File: src/rtl/wbuff_load_sched.sv
// Weight-buffer bank sequencer: streams fill words into the SRAM and reads a run of taps per command.
// Reads start the cycle after acceptance, load pulses follow each read by one cycle; fill is never backpressured.
module wbuff_load_sched #(
    parameter int NB_TAPS           = 11,
    parameter int MAX_TAPS          = 3,
    parameter int BUFFER_DEPTH      = 72,
    parameter int BUFFER_WIDTH      = 16,
    parameter int BUFFER_ADDR_WIDTH = $clog2(BUFFER_DEPTH),
    parameter int NTAPS_WIDTH       = 4
) (
    input  logic                         i_clk,
    input  logic                         i_rst_n,
    input  logic                         i_cmd_valid,
    output logic                         o_cmd_ready,
    input  logic [BUFFER_ADDR_WIDTH-1:0] i_cmd_base_addr,
    input  logic [NTAPS_WIDTH-1:0]       i_cmd_ntaps,
    input  logic                         i_cmd_clear,
    input  logic [3:0]                   i_cmd_n_ap,
    output logic                         o_cmd_err,
    output logic                         o_busy,
    output logic                         o_done,
    input  logic                         i_fill_valid,
    input  logic [BUFFER_WIDTH-1:0]      i_fill_data,
    input  logic                         i_fill_restart,
    output logic [BUFFER_ADDR_WIDTH:0]   o_fill_level,
    output logic                         o_buffer_wEn,
    output logic [BUFFER_ADDR_WIDTH-1:0] o_wAddr,
    output logic [BUFFER_WIDTH-1:0]      o_buffer_data_in,
    output logic                         o_buffer_rEn,
    output logic [BUFFER_ADDR_WIDTH-1:0] o_rAddr,
    output logic [NB_TAPS-1:0]           o_weight_load_en,
    output logic                         o_clear_all_wregs,
    output logic [3:0]                   o_n_ap
);

    localparam int AW = BUFFER_ADDR_WIDTH;
    localparam int LW = BUFFER_ADDR_WIDTH + 1;
    localparam logic [LW-1:0]          DEPTH_L = LW'(BUFFER_DEPTH);
    localparam logic [AW-1:0]          LAST_A  = AW'(BUFFER_DEPTH - 1);
    localparam logic [NTAPS_WIDTH-1:0] MAX_N   = NTAPS_WIDTH'(MAX_TAPS);

    typedef enum logic [1:0] {S_IDLE, S_READ, S_DRAIN} state_t;

    state_t                  r_state, w_state_nxt;
    logic [AW-1:0]           r_rd_addr;
    logic [NTAPS_WIDTH-1:0]  r_k, r_n;
    logic [3:0]              r_n_ap;
    logic                    r_done, r_err, r_clear;
    logic [NB_TAPS-1:0]      r_load_en;
    logic                    r_buffer_wEn;
    logic [AW-1:0]           r_wAddr, r_wr_ptr;
    logic [BUFFER_WIDTH-1:0] r_wdata;
    logic [LW-1:0]           r_fill_level;

    logic                    w_accept, w_bad_base, w_start;
    logic [NTAPS_WIDTH-1:0]  w_n;
    logic                    w_stall, w_rd_issue;
    logic [AW-1:0]           w_ptr_base;
    logic [LW-1:0]           w_lvl_base;

    function automatic logic [AW-1:0] addr_inc(input logic [AW-1:0] a);
        return (a == LAST_A) ? '0 : a + AW'(1);
    endfunction

    assign w_accept   = i_cmd_valid && (r_state == S_IDLE);
    assign w_bad_base = {1'b0, i_cmd_base_addr} >= DEPTH_L;
    assign w_start    = w_accept && !w_bad_base;
    assign w_n        = (i_cmd_ntaps > MAX_N) ? MAX_N : i_cmd_ntaps;

    always_ff @(posedge i_clk or negedge i_rst_n) begin
        if (!i_rst_n) r_state <= S_IDLE;
        else          r_state <= w_state_nxt;
    end

    always_comb begin
        w_state_nxt = r_state;
        case (r_state)
            S_IDLE:  if (w_start) w_state_nxt = (w_n == '0) ? S_DRAIN : S_READ;
            S_READ:  if (w_rd_issue && ((r_k + NTAPS_WIDTH'(1)) == r_n)) w_state_nxt = S_DRAIN;
            S_DRAIN: w_state_nxt = S_IDLE;
            default: w_state_nxt = S_IDLE;
        endcase
    end

    // A read colliding with the write on the port this cycle would see stale data; hold it one cycle.
    always_comb begin
        w_stall      = !r_buffer_wEn && (r_wAddr == r_rd_addr);
        w_rd_issue   = (r_state == S_READ) && !w_stall;
        o_cmd_ready  = (r_state == S_IDLE);
        o_busy       = (r_state != S_IDLE);
        o_buffer_rEn = !w_rd_issue;
        o_rAddr      = r_rd_addr;
    end

    always_ff @(posedge i_clk or negedge i_rst_n) begin
        if (!i_rst_n) begin
            r_rd_addr <= '0;
            r_k       <= '0;
            r_n       <= '0;
            r_n_ap    <= '0;
            r_done    <= 1'b0;
            r_err     <= 1'b0;
            r_clear   <= 1'b0;
            r_load_en <= '0;
        end else begin
            if (w_start) begin
                r_rd_addr <= i_cmd_base_addr;
                r_k       <= '0;
                r_n       <= w_n;
                r_n_ap    <= i_cmd_n_ap;
            end else if (w_rd_issue) begin
                r_rd_addr <= addr_inc(r_rd_addr);
                r_k       <= r_k + NTAPS_WIDTH'(1);
            end
            r_done    <= (r_state == S_DRAIN);
            r_err     <= w_accept && w_bad_base;
            r_clear   <= w_start && i_cmd_clear;
            r_load_en <= w_rd_issue ? (NB_TAPS'(1) << r_k) : '0;
        end
    end

    assign w_ptr_base = i_fill_restart ? '0 : r_wr_ptr;
    assign w_lvl_base = i_fill_restart ? '0 : r_fill_level;

    always_ff @(posedge i_clk or negedge i_rst_n) begin
        if (!i_rst_n) begin
            r_buffer_wEn <= 1'b1;
            r_wAddr      <= '0;
            r_wdata      <= '0;
            r_wr_ptr     <= '0;
            r_fill_level <= '0;
        end else if (i_fill_valid) begin
            r_buffer_wEn <= 1'b0;
            r_wAddr      <= w_ptr_base;
            r_wdata      <= i_fill_data;
            r_wr_ptr     <= addr_inc(w_ptr_base);
            r_fill_level <= (w_lvl_base < DEPTH_L) ? w_lvl_base + LW'(1) : w_lvl_base;
        end else begin
            r_buffer_wEn <= 1'b1;
            r_wr_ptr     <= w_ptr_base;
            r_fill_level <= w_lvl_base;
        end
    end

    assign o_done            = r_done;
    assign o_cmd_err         = r_err;
    assign o_clear_all_wregs = r_clear;
    assign o_weight_load_en  = r_load_en;
    assign o_n_ap            = r_n_ap;
    assign o_buffer_wEn      = r_buffer_wEn;
    assign o_wAddr           = r_wAddr;
    assign o_buffer_data_in  = r_wdata;
    assign o_fill_level      = r_fill_level;

endmodule

File: config.mk
export PLATFORM = sky130hd
export DESIGN_NAME = wbuff_load_sched
export DESIGN_NICKNAME = d
export VERILOG_FILES = /design/src/rtl/wbuff_load_sched.sv
export SDC_FILE = /design/constraint.sdc
export NUM_CORES = 1
export LEC_CHECK = 0
export ABC_CLOCK_PERIOD_IN_PS = 5110
export BUFFER_PORTS_ARGS = -buffer_cell sky130_fd_sc_hd__buf_2
export CAP_MARGIN = 20
export CORE_MARGIN = 2
export CORE_UTILIZATION = 40
export DETAILED_ROUTE_END_ITERATION = 10
export GPL_TIMING_DRIVEN = 0
export SLEW_MARGIN = 20
export SYNTH_ARGS = -nofsm -noshare
export SYNTH_HDL_FRONTEND = slang
export SYNTH_SLANG_ARGS = --single-unit
File: constraint.sdc
create_clock -name i_clk -period 5.11 [get_ports i_clk]
set_input_delay 0 -clock i_clk [delete_from_list [all_inputs] [get_ports i_clk]]
set_output_delay 0 -clock i_clk [all_outputs]
set_load 0.01 [all_outputs]
==> key figures, run 1 <==
STA
  – Final hold violations: 0
  – Setup skew after layout: 0.00751 ns
  – Setup tns final: 0 ns
  – Setup violators final: 0
  – Setup repair after global routing missed its margin: false
  – Clock period minus final worst setup slack: 2.00 ns
  – Period Utilization, post-route: 39.2%
  – Max-slew headroom: 63.4%
  – Total count of max-transition violations in the final report: 0
  – Fmax: 500 MHz
  – Transition time at the pin with the least slew margin: 0.549 ns

Clock network
  – Clock tree from TritonCTS: yes
  – CTS root buffer: clkbuf_8
  – Num CTS Buffers: 9
  – Resize count post-CTS: 0
  – Clock input transition at the sequential cells of the worst setup and hold paths: 0.08 ns
  – Number of H-tree branching levels: 3
  – Number of sinks on the clock net: 74
  – Clock Latency Late Sink: 0.35 ns
  – Clock Path Buffers: 2

Cells and area
  – Multi-input gate area in the final layout: 0.00136 mm^2
  – Diodes inserted: 0
  – Area taken by flip-flops and latches: 0.00185 mm^2
  – Nets@finish: 484
  – Final-layout fill cell count: 724
  – Fraction of the core area covered by cells at the end of the flow: 56.0%
  – Area delta synth->final: 37.5%
  – Share of final-layout standard cells stronger than drive strength 1: 32.1%

Worst setup path
  – Type of origin of the critical path: flip-flop
  – Biggest fanout along the worst timing path: 10
  – Required @ worst endpoint: 5.11 ns
  – Data arrival time of the critical path: 2.00 ns
  – Reg-to-reg startpoint: r_state[0]$_DFFE_PN0P_
  – Kind of capture point of the worst setup path: output pin
  – Critical Path Start: o_rAddr[4]$_DFFE_PN0P_
  – Class of the most critical setup path: flip-flop to output pin

Yosys
  – Yosys cell types: 44
  – Count of flip-flops with a built-in enable after synthesis: 0
  – Synthesized netlist cell count: 293
  – Average cell area after synthesis: 11.3 um^2
  – Ys Warns: 0
  – Most used flip-flop cell after synthesis: dfrtp_1
  – Post-synth ARST share: 100%
  – Cell area after synthesis: 0.00330 mm^2
  – Part of the Yosys area used for sequential elements: 56.2%
  – Number of register bits inferred by synthesis: 74
  – Net count after synthesis: 339

Routing
  – Drt first-iter violations: 89
  – Wire length on met3: 444 um
  – Detailed-route via count: 2677
  – Top Metal Used: met4
  – Drc violations: 0
  – Post-Route WL: 7.69 mm
  – Detailed-routing wirelength on met1: 3.73 mm
  – Total met2 wirelength after detailed routing: 3.44 mm
  – Routed via count divided by cell count: 4.89
  – Count of antenna-violating nets left after detailed routing: 0
  – Number of detailed-route iterations in the first pass: 4
  – Detail-routed net length per standard cell: 14.0 um

GRT
  – Wire length of the first global-routing pass: 12.5 mm
  – Overflow after GRT: 0
  – Number of antenna violations at the first check in global routing: 0
  – Total global-route track usage: 18.0%
  – Largest net degree at the start of global routing: 46
  – Via count of the first global-routing pass: 2584

Power
  – LEAKAGE: 2.28 nW
  – Sequential Power Share: 41.3%
  – Proportion of power drawn by combinational gates: 33.2%
  – Switching component of the power: 0.696 mW
  – Worst IR drop on VDD: 0.244 mV
  – Power density relative to cell area: 431 mW/mm^2
  – Net switching share of the total power: 35.6%
  – Cell-internal power: 1.26 mW
  – Power share of the clock group: 25.5%

Min path
  – Source of the worst hold timing path: i_cmd_ntaps[3]
  – Hold crit path type: primary input to flip-flop

Die
  – Core Box Area: 0.00809 mm^2
  – Die height: 94.8 um
  – Initial standard-cell utilization of the core: 40.7%
  – Num ports: 97
  – Floorplan die width: 94.8 um
  – Total Die Area: 0.00898 mm^2
  – Row count: 33

Placement
  – Placer congestion estimate: 0.798
  – Count of port buffers added during placement: 95
  – Dpl hpwl: 5.24 mm

Run
  – Max-cap viol count: 0

Status
  – Status: finished, final reports clean
## final timing paths
path / endpoint / slack, ns / cells after the start
setup / recovery: o_buffer_rEn / 3.11 / 6
hold / removal: r_state[1]$_DFFE_PN0P_ / 0.07 / 3
setup reg to reg: o_rAddr[5]$_DFFE_PN0P_ / 3.12 / 6
hold reg to reg: o_n_ap[3]$_DFFE_PN0P_ / 0.47 / 2
max in group asynchronous: o_weight_load_en[8]$_DFF_PN0_ / 4.45 / 3
min in group asynchronous: o_buffer_data_in[11]$_DFFE_PN0P_ / 0.12 / 2
## what timing repair did
action                                 4_1_cts  5_1_grt
endpoints found under the hold margin      107        0
hold buffers                                38        0
buffers inserted                             0        0
## layout by cell type, fill, tap and decap left out, types with 4 or more instances in the layout
| cell | n |
|---|---|
| and2_1 | 5 |
| nor3_1 | 5 |
| and4_1 | 4 |
| xor2_1 | 15 |
| dfrtp_1 | 73 |
| nand3_1 | 12 |
| nand4_1 | 5 |
| buf_2 | 95 |
| or3_1 | 4 |
| o21ai_0 | 6 |
| xnor2_1 | 9 |
| nand2_1 | 29 |
| clkbuf_1 | 6 |
| dlygate4sd3_1 | 38 |
| and3_1 | 11 |
| inv_1 | 8 |
| a21oi_1 | 8 |
| clkbuf_8 | 9 |
| a211oi_1 | 5 |
| mux2_2 | 21 |
| nor2b_1 | 8 |
| nor2_1 | 22 |
| ha_1 | 9 |
## critical path, cell delays in order, from the launching register on
cell,delay [ns]
dfrtp_1,0.48
xor2_1,0.21
nor4_2,0.46
a21oi_2,0.14
inv_2,0.09
buf_6,0.13
buf_2,0.13
## routing by layer
| metal | vias up | track usage, % |
|---|---|---|
| met3 | 7 | 4.79 |
| met5 | - | 0 |
| met1 | 1274 | 24.8 |
| met4 | 0 | 5.07 |
| met2 | 84 | 28.0 |
| li1 | 1312 | - |
## cells by family after synthesis
group / synth area share (%)
compound gates: 6.68
xor+xnor: 6.38
fa+ha+maj: 3.42
buf+inv: 2.58
flops: 56.2
mux: 7.17
simple gates: 17.6
## synthesized netlist by cell type (all sizes together), types with 6 or more instances
master / n / area share [%]
a21oi: 9 / 1.5
ha: 9 / 3.4
clkbuf: 7 / 0.83
and3: 11 / 2.1
xor2: 15 / 4.0
nand3: 12 / 1.8
nor2: 22 / 2.5
nand2: 29 / 3.3
xnor2: 9 / 2.4
o21ai: 6 / 0.91
dfrtp: 73 / 55
inv: 9 / 1.0
nor2b: 8 / 1.5
mux2: 21 / 7.2
## state kept, by name, summed over array words and instances (netlist names)
| signal | flops |
|---|---|
| o_done | 1 |
| o_cmd_err | 1 |
| r_state | 2 |
| o_n_ap | 4 |
| r_n | 4 |
| o_weight_load_en | 11 |
| o_wAddr | 7 |
| o_buffer_data_in | 16 |
| r_k | 4 |
| o_buffer_wEn | 1 |
| o_fill_level | 8 |
| o_rAddr | 7 |
| r_wr_ptr | 7 |
| o_clear_all_wregs | 1 |
## power by group through the flow
stage | logic, mW | clock network, mW | registers [mW]
after floorplan | 0.371 | 0 | 0.837
after global placement | 0.615 | 0 | 0.814
after detailed placement | 0.627 | 0 | 0.819
after CTS | 0.653 | 0.514 | 0.808
after global routing | 0.733 | 0.544 | 0.827
final | 0.649 | 0.498 | 0.807
## metrics by stage
| step | hold WS, ns | instances | setup WS [ns] | total power [mW] | cell area [um^2] |
|---|---|---|---|---|---|
| after floorplan | -0.296 | 293 | 3.39 | 1.21 | 3300 |
| after global routing | 0.0664 | 548 | 2.93 | 2.10 | 4530 |
| after detailed placement | -0.0336 | 494 | 3.15 | 1.45 | 3930 |
| after CTS | 0.0337 | 548 | 3.10 | 1.97 | 4530 |
| final | 0.0724 | 548 | 3.11 | 1.95 | 4530 |
| after global placement | 0.193 | 493 | 3.16 | 1.43 | 3900 |
## area by class of cell
| cell class | count | share of cell area (%) |
|---|---|---|
| buffer | 11 | 1.13 |
| inverter | 9 | 0.745 |
| timing repair buffer | 134 | 19.5 |
| clock inverter | 7 | 2.07 |
| tap | 105 | 2.90 |
| clock buffer | 9 | 2.73 |
| sequential | 74 | 40.9 |
| multi-input combinational | 199 | 30.0 |
(Power assumes the default switching activity.)
==> inputs of run 2 (changes only) <==
Settings changed: ABC_CLOCK_PERIOD_IN_PS 5110 to 1700, PLACE_DENSITY set to 0.67.
Clock period 5.11 ns to 1.7 ns, I/O delays scaled along.
==> run 2 against run 1 <==
The flow now finishes with violations (negative setup slack). Utilization grew 4.3 points. Highest routed layer unchanged. Combinational power grew to 4.2 times the previous value. Die area did not move. Largest cell class unchanged.
==> key figures, run 2 (synthesis results as in run 1) <==
Power
  – Proportion of power drawn by combinational gates: 41.2% (+8.0 points)
  – Sequential Power Share: 36.3% (-5.0 points)
  – Switching component of the power: 2.41 mW (+250%)
  – Cell-internal power: 4.25 mW (+240%)
  – Power share of the clock group: 22.5% (-3.0 points)
  – Worst IR drop on VDD: 0.540 mV (+120%)
  – Net switching share of the total power: 36.2% (+0.55 points)
  – LEAKAGE: 2.40 nW (+5.3%)
  – Power density relative to cell area: 1370 mW/mm^2 (+220%)

STA
  – Clock period minus final worst setup slack: 1.73 ns
  – Setup skew after layout: 0.0113 ns (+0.00384 ns)
  – Setup repair after global routing missed its margin: true
  – Least setup slack across all paths after layout: -0.0328 ns (-3.14 ns)
  – Transition time at the pin with the least slew margin: 0.508 ns (-0.0410 ns)
  – Fmax: 577 MHz
  – Final hold violations: 0 (unchanged)
  – Max-slew headroom: 66.1% (+2.7 points)
  – Total count of max-transition violations in the final report: 0 (unchanged)
  – Period Utilization, post-route: 102%
  – Setup violators final: 3 (+3)

Worst setup path
  – Destination of the worst register-to-register timing path: o_rAddr[6]$_DFFE_PN0P_
  – Setup slack of the most critical reg-to-reg path: -0.03 ns (-3.15 ns)
  – Kind of capture point of the worst setup path: flip-flop
  – Data arrival time of the critical path: 1.95 ns (-0.05 ns)
  – Required @ worst endpoint: 1.92 ns (-3.19 ns)
  – Reg-to-reg startpoint: o_rAddr[4]$_DFFE_PN0P_
  – Type of origin of the critical path: flip-flop
  – Biggest fanout along the worst timing path: 3 (-7)
  – Class of the most critical setup path: flip-flop to flip-flop
  – Worst-case reg-to-reg path depth: 6 (unchanged)

Cells and area
  – Area delta synth->final: 48.0%
  – Most frequent standard cell in the layout excluding fill and tap cells: buf_2
  – Nets@finish: 502 (+3.7%)
  – Leading cell types in the layout, fill and taps excluded: 94 x buf_2, 65 x dfrtp_1, 38 x dlygate4sd3_1, 29 x nand2_1
  – Share of final-layout standard cells stronger than drive strength 1: 41.4% (+9.4 points)
  – Flip-flop count of the largest register, all copies and words added: 16 (unchanged)
  – Area of all placed cells without fillers: 0.00488 mm^2 (+7.7%)
  – Diodes inserted: 0 (unchanged)
  – Final-layout fill cell count: 683 (-5.7%)

Run
  – Max-cap viol count: 0 (unchanged)

Die
  – Num ports: 97 (unchanged)
  – Total Die Area: 0.00898 mm^2 (unchanged)
  – Die height: 94.8 um (unchanged)
  – Floorplan die width: 94.8 um (unchanged)
  – Initial standard-cell utilization of the core: 40.7% (unchanged)
  – Core Box Area: 0.00809 mm^2 (unchanged)
  – Row count: 33 (unchanged)

GRT
  – Overflow after GRT: 0 (unchanged)
  – Largest net degree at the start of global routing: 44 (-4.3%)
  – Total global-route track usage: 18.3% (+0.29 points)
  – Wire length of the first global-routing pass: 12.6 mm (+0.82%)
  – Via count of the first global-routing pass: 2645 (+2.4%)
  – Number of antenna violations at the first check in global routing: 0 (unchanged)

Routing
  – Post-Route WL: 8.40 mm (+9.3%)
  – Count of antenna-violating nets left after detailed routing: 0 (unchanged)
  – Detail-routed net length per standard cell: 14.8 um (+5.8%)
  – Number of detailed-route iterations in the first pass: 4 (unchanged)
  – Detailed-route via count: 2807 (+4.9%)
  – Drt first-iter violations: 97 (+9.0%)
  – Drc violations: 0 (unchanged)
  – Routed via count divided by cell count: 4.96 (+1.5%)

Placement
  – Dpl hpwl: 5.35 mm (+2.0%)
  – Total placed instance area: 0.00394 mm^2 (about the same)
  – Placer congestion estimate: 0.765 (-4.1%)
  – Worst setup slack before clock tree synthesis: -0.185 ns (-3.33 ns)
  – Count of port buffers added during placement: 95 (unchanged)

Min path
  – Worst hold path depth: 3 (unchanged)
  – Source of the worst hold timing path: i_cmd_ntaps[3]
  – Endpoint of the worst hold path: r_state[1]$_DFFE_PN0P_
  – Hold crit path type: primary input to flip-flop

Clock network
  – CTS root buffer: clkbuf_8
  – Number of H-tree branching levels: 3 (unchanged)
  – Clock tree from TritonCTS: yes
  – Clock Latency Late Sink: 0.35 ns (about the same)
  – Clock input transition at the sequential cells of the worst setup and hold paths: 0.08 ns (about the same)
  – Number of sinks on the clock net: 74 (unchanged)
  – Clock Path Buffers: 2 (unchanged)
  – Num CTS Buffers: 9 (unchanged)

Status
  – Failing checks: negative setup slack
  – Status: finished with violations
[run 2: layout make-up]
cell class,count,area [um^2],area share [%]
Sequential cell,74,1860,38.2
Multi-Input combinational cell,199,1530,31.4
Inverter,9,33.8,0.692
Timing Repair Buffer,154,1050,21.5
Buffer,9,53.8,1.10
Tap cell,105,131,2.69
Clock buffer,9,124,2.54
Clock inverter,7,93.8,1.92
[run 2: worst max-delay path by stage]
stage,startpoint,to,depth (start not counted)
after floorplan,o_rAddr[2]$_DFFE_PN0P_,o_rAddr[4]$_DFFE_PN0P_,8
after global placement,r_state[0]$_DFFE_PN0P_,o_rAddr[5]$_DFFE_PN0P_,6
after detailed placement,r_state[0]$_DFFE_PN0P_,o_rAddr[5]$_DFFE_PN0P_,6
after CTS,o_rAddr[2]$_DFFE_PN0P_,o_rAddr[4]$_DFFE_PN0P_,8
after global routing,o_rAddr[4]$_DFFE_PN0P_,o_buffer_rEn,6
final,o_rAddr[4]$_DFFE_PN0P_,o_rAddr[6]$_DFFE_PN0P_,6
[run 2: through the flow]
stage | util (%) | hold WS [ns] | setup TNS [ns] | power, mW | instances
CTS | 58.1 | 0.0465 | -0.0891 | 6.25 | 559
global route | 60.3 | 0.0797 | -0.628 | 7.07 | 566
floorplan | - | -0.296 | -0.00000167 | 3.65 | 293
detailed placement | 48.6 | -0.0288 | -3.79 | 4.35 | 494
finish | 60.3 | 0.0807 | -0.0876 | 6.67 | 566
global placement | 48.3 | 0.194 | -3.27 | 4.30 | 493
[run 2: power by group through the flow]
stage                     sequential, mW  combinational (mW)  clock (mW)
after global placement              2.44                1.87           0
final                               2.42                2.74        1.50
after global routing                2.47                2.99        1.62
after CTS                           2.38                2.34        1.53
after detailed placement            2.45                1.90           0
after floorplan                     2.52                1.13           0
[run 2: repair_timing]
action / 4_1_cts / 5_1_grt
hold buffers: 38 / 0
pin swaps: 4 / 15
cloned: 0 / 2
endpoints found under the hold margin: 107 / 0
endpoints found under the setup margin: 30 / 33
buffers inserted: 12 / 6
gates resized for setup: 16 / 27
[run 2: routing by layer]
metal | up-vias | share of wire (%) | global-route usage (%)
met3 | 17 | 4.5 | 3.43
met1 | 1363 | 44 | 24.0
met5 | - | 0 | 0
met2 | 88 | 49 | 29.1
met4 | 0 | 2.5 | 8.94
li1 | 1339 | - | -
[run 2: worst max-delay path, stage by stage (launching register included)]
cell      delay [ns]
dfrtp_2         0.44
xor2_2          0.20
nor4_4          0.33
a21oi_2         0.11
buf_4           0.17
a311oi_1        0.28
a211oi_1        0.09
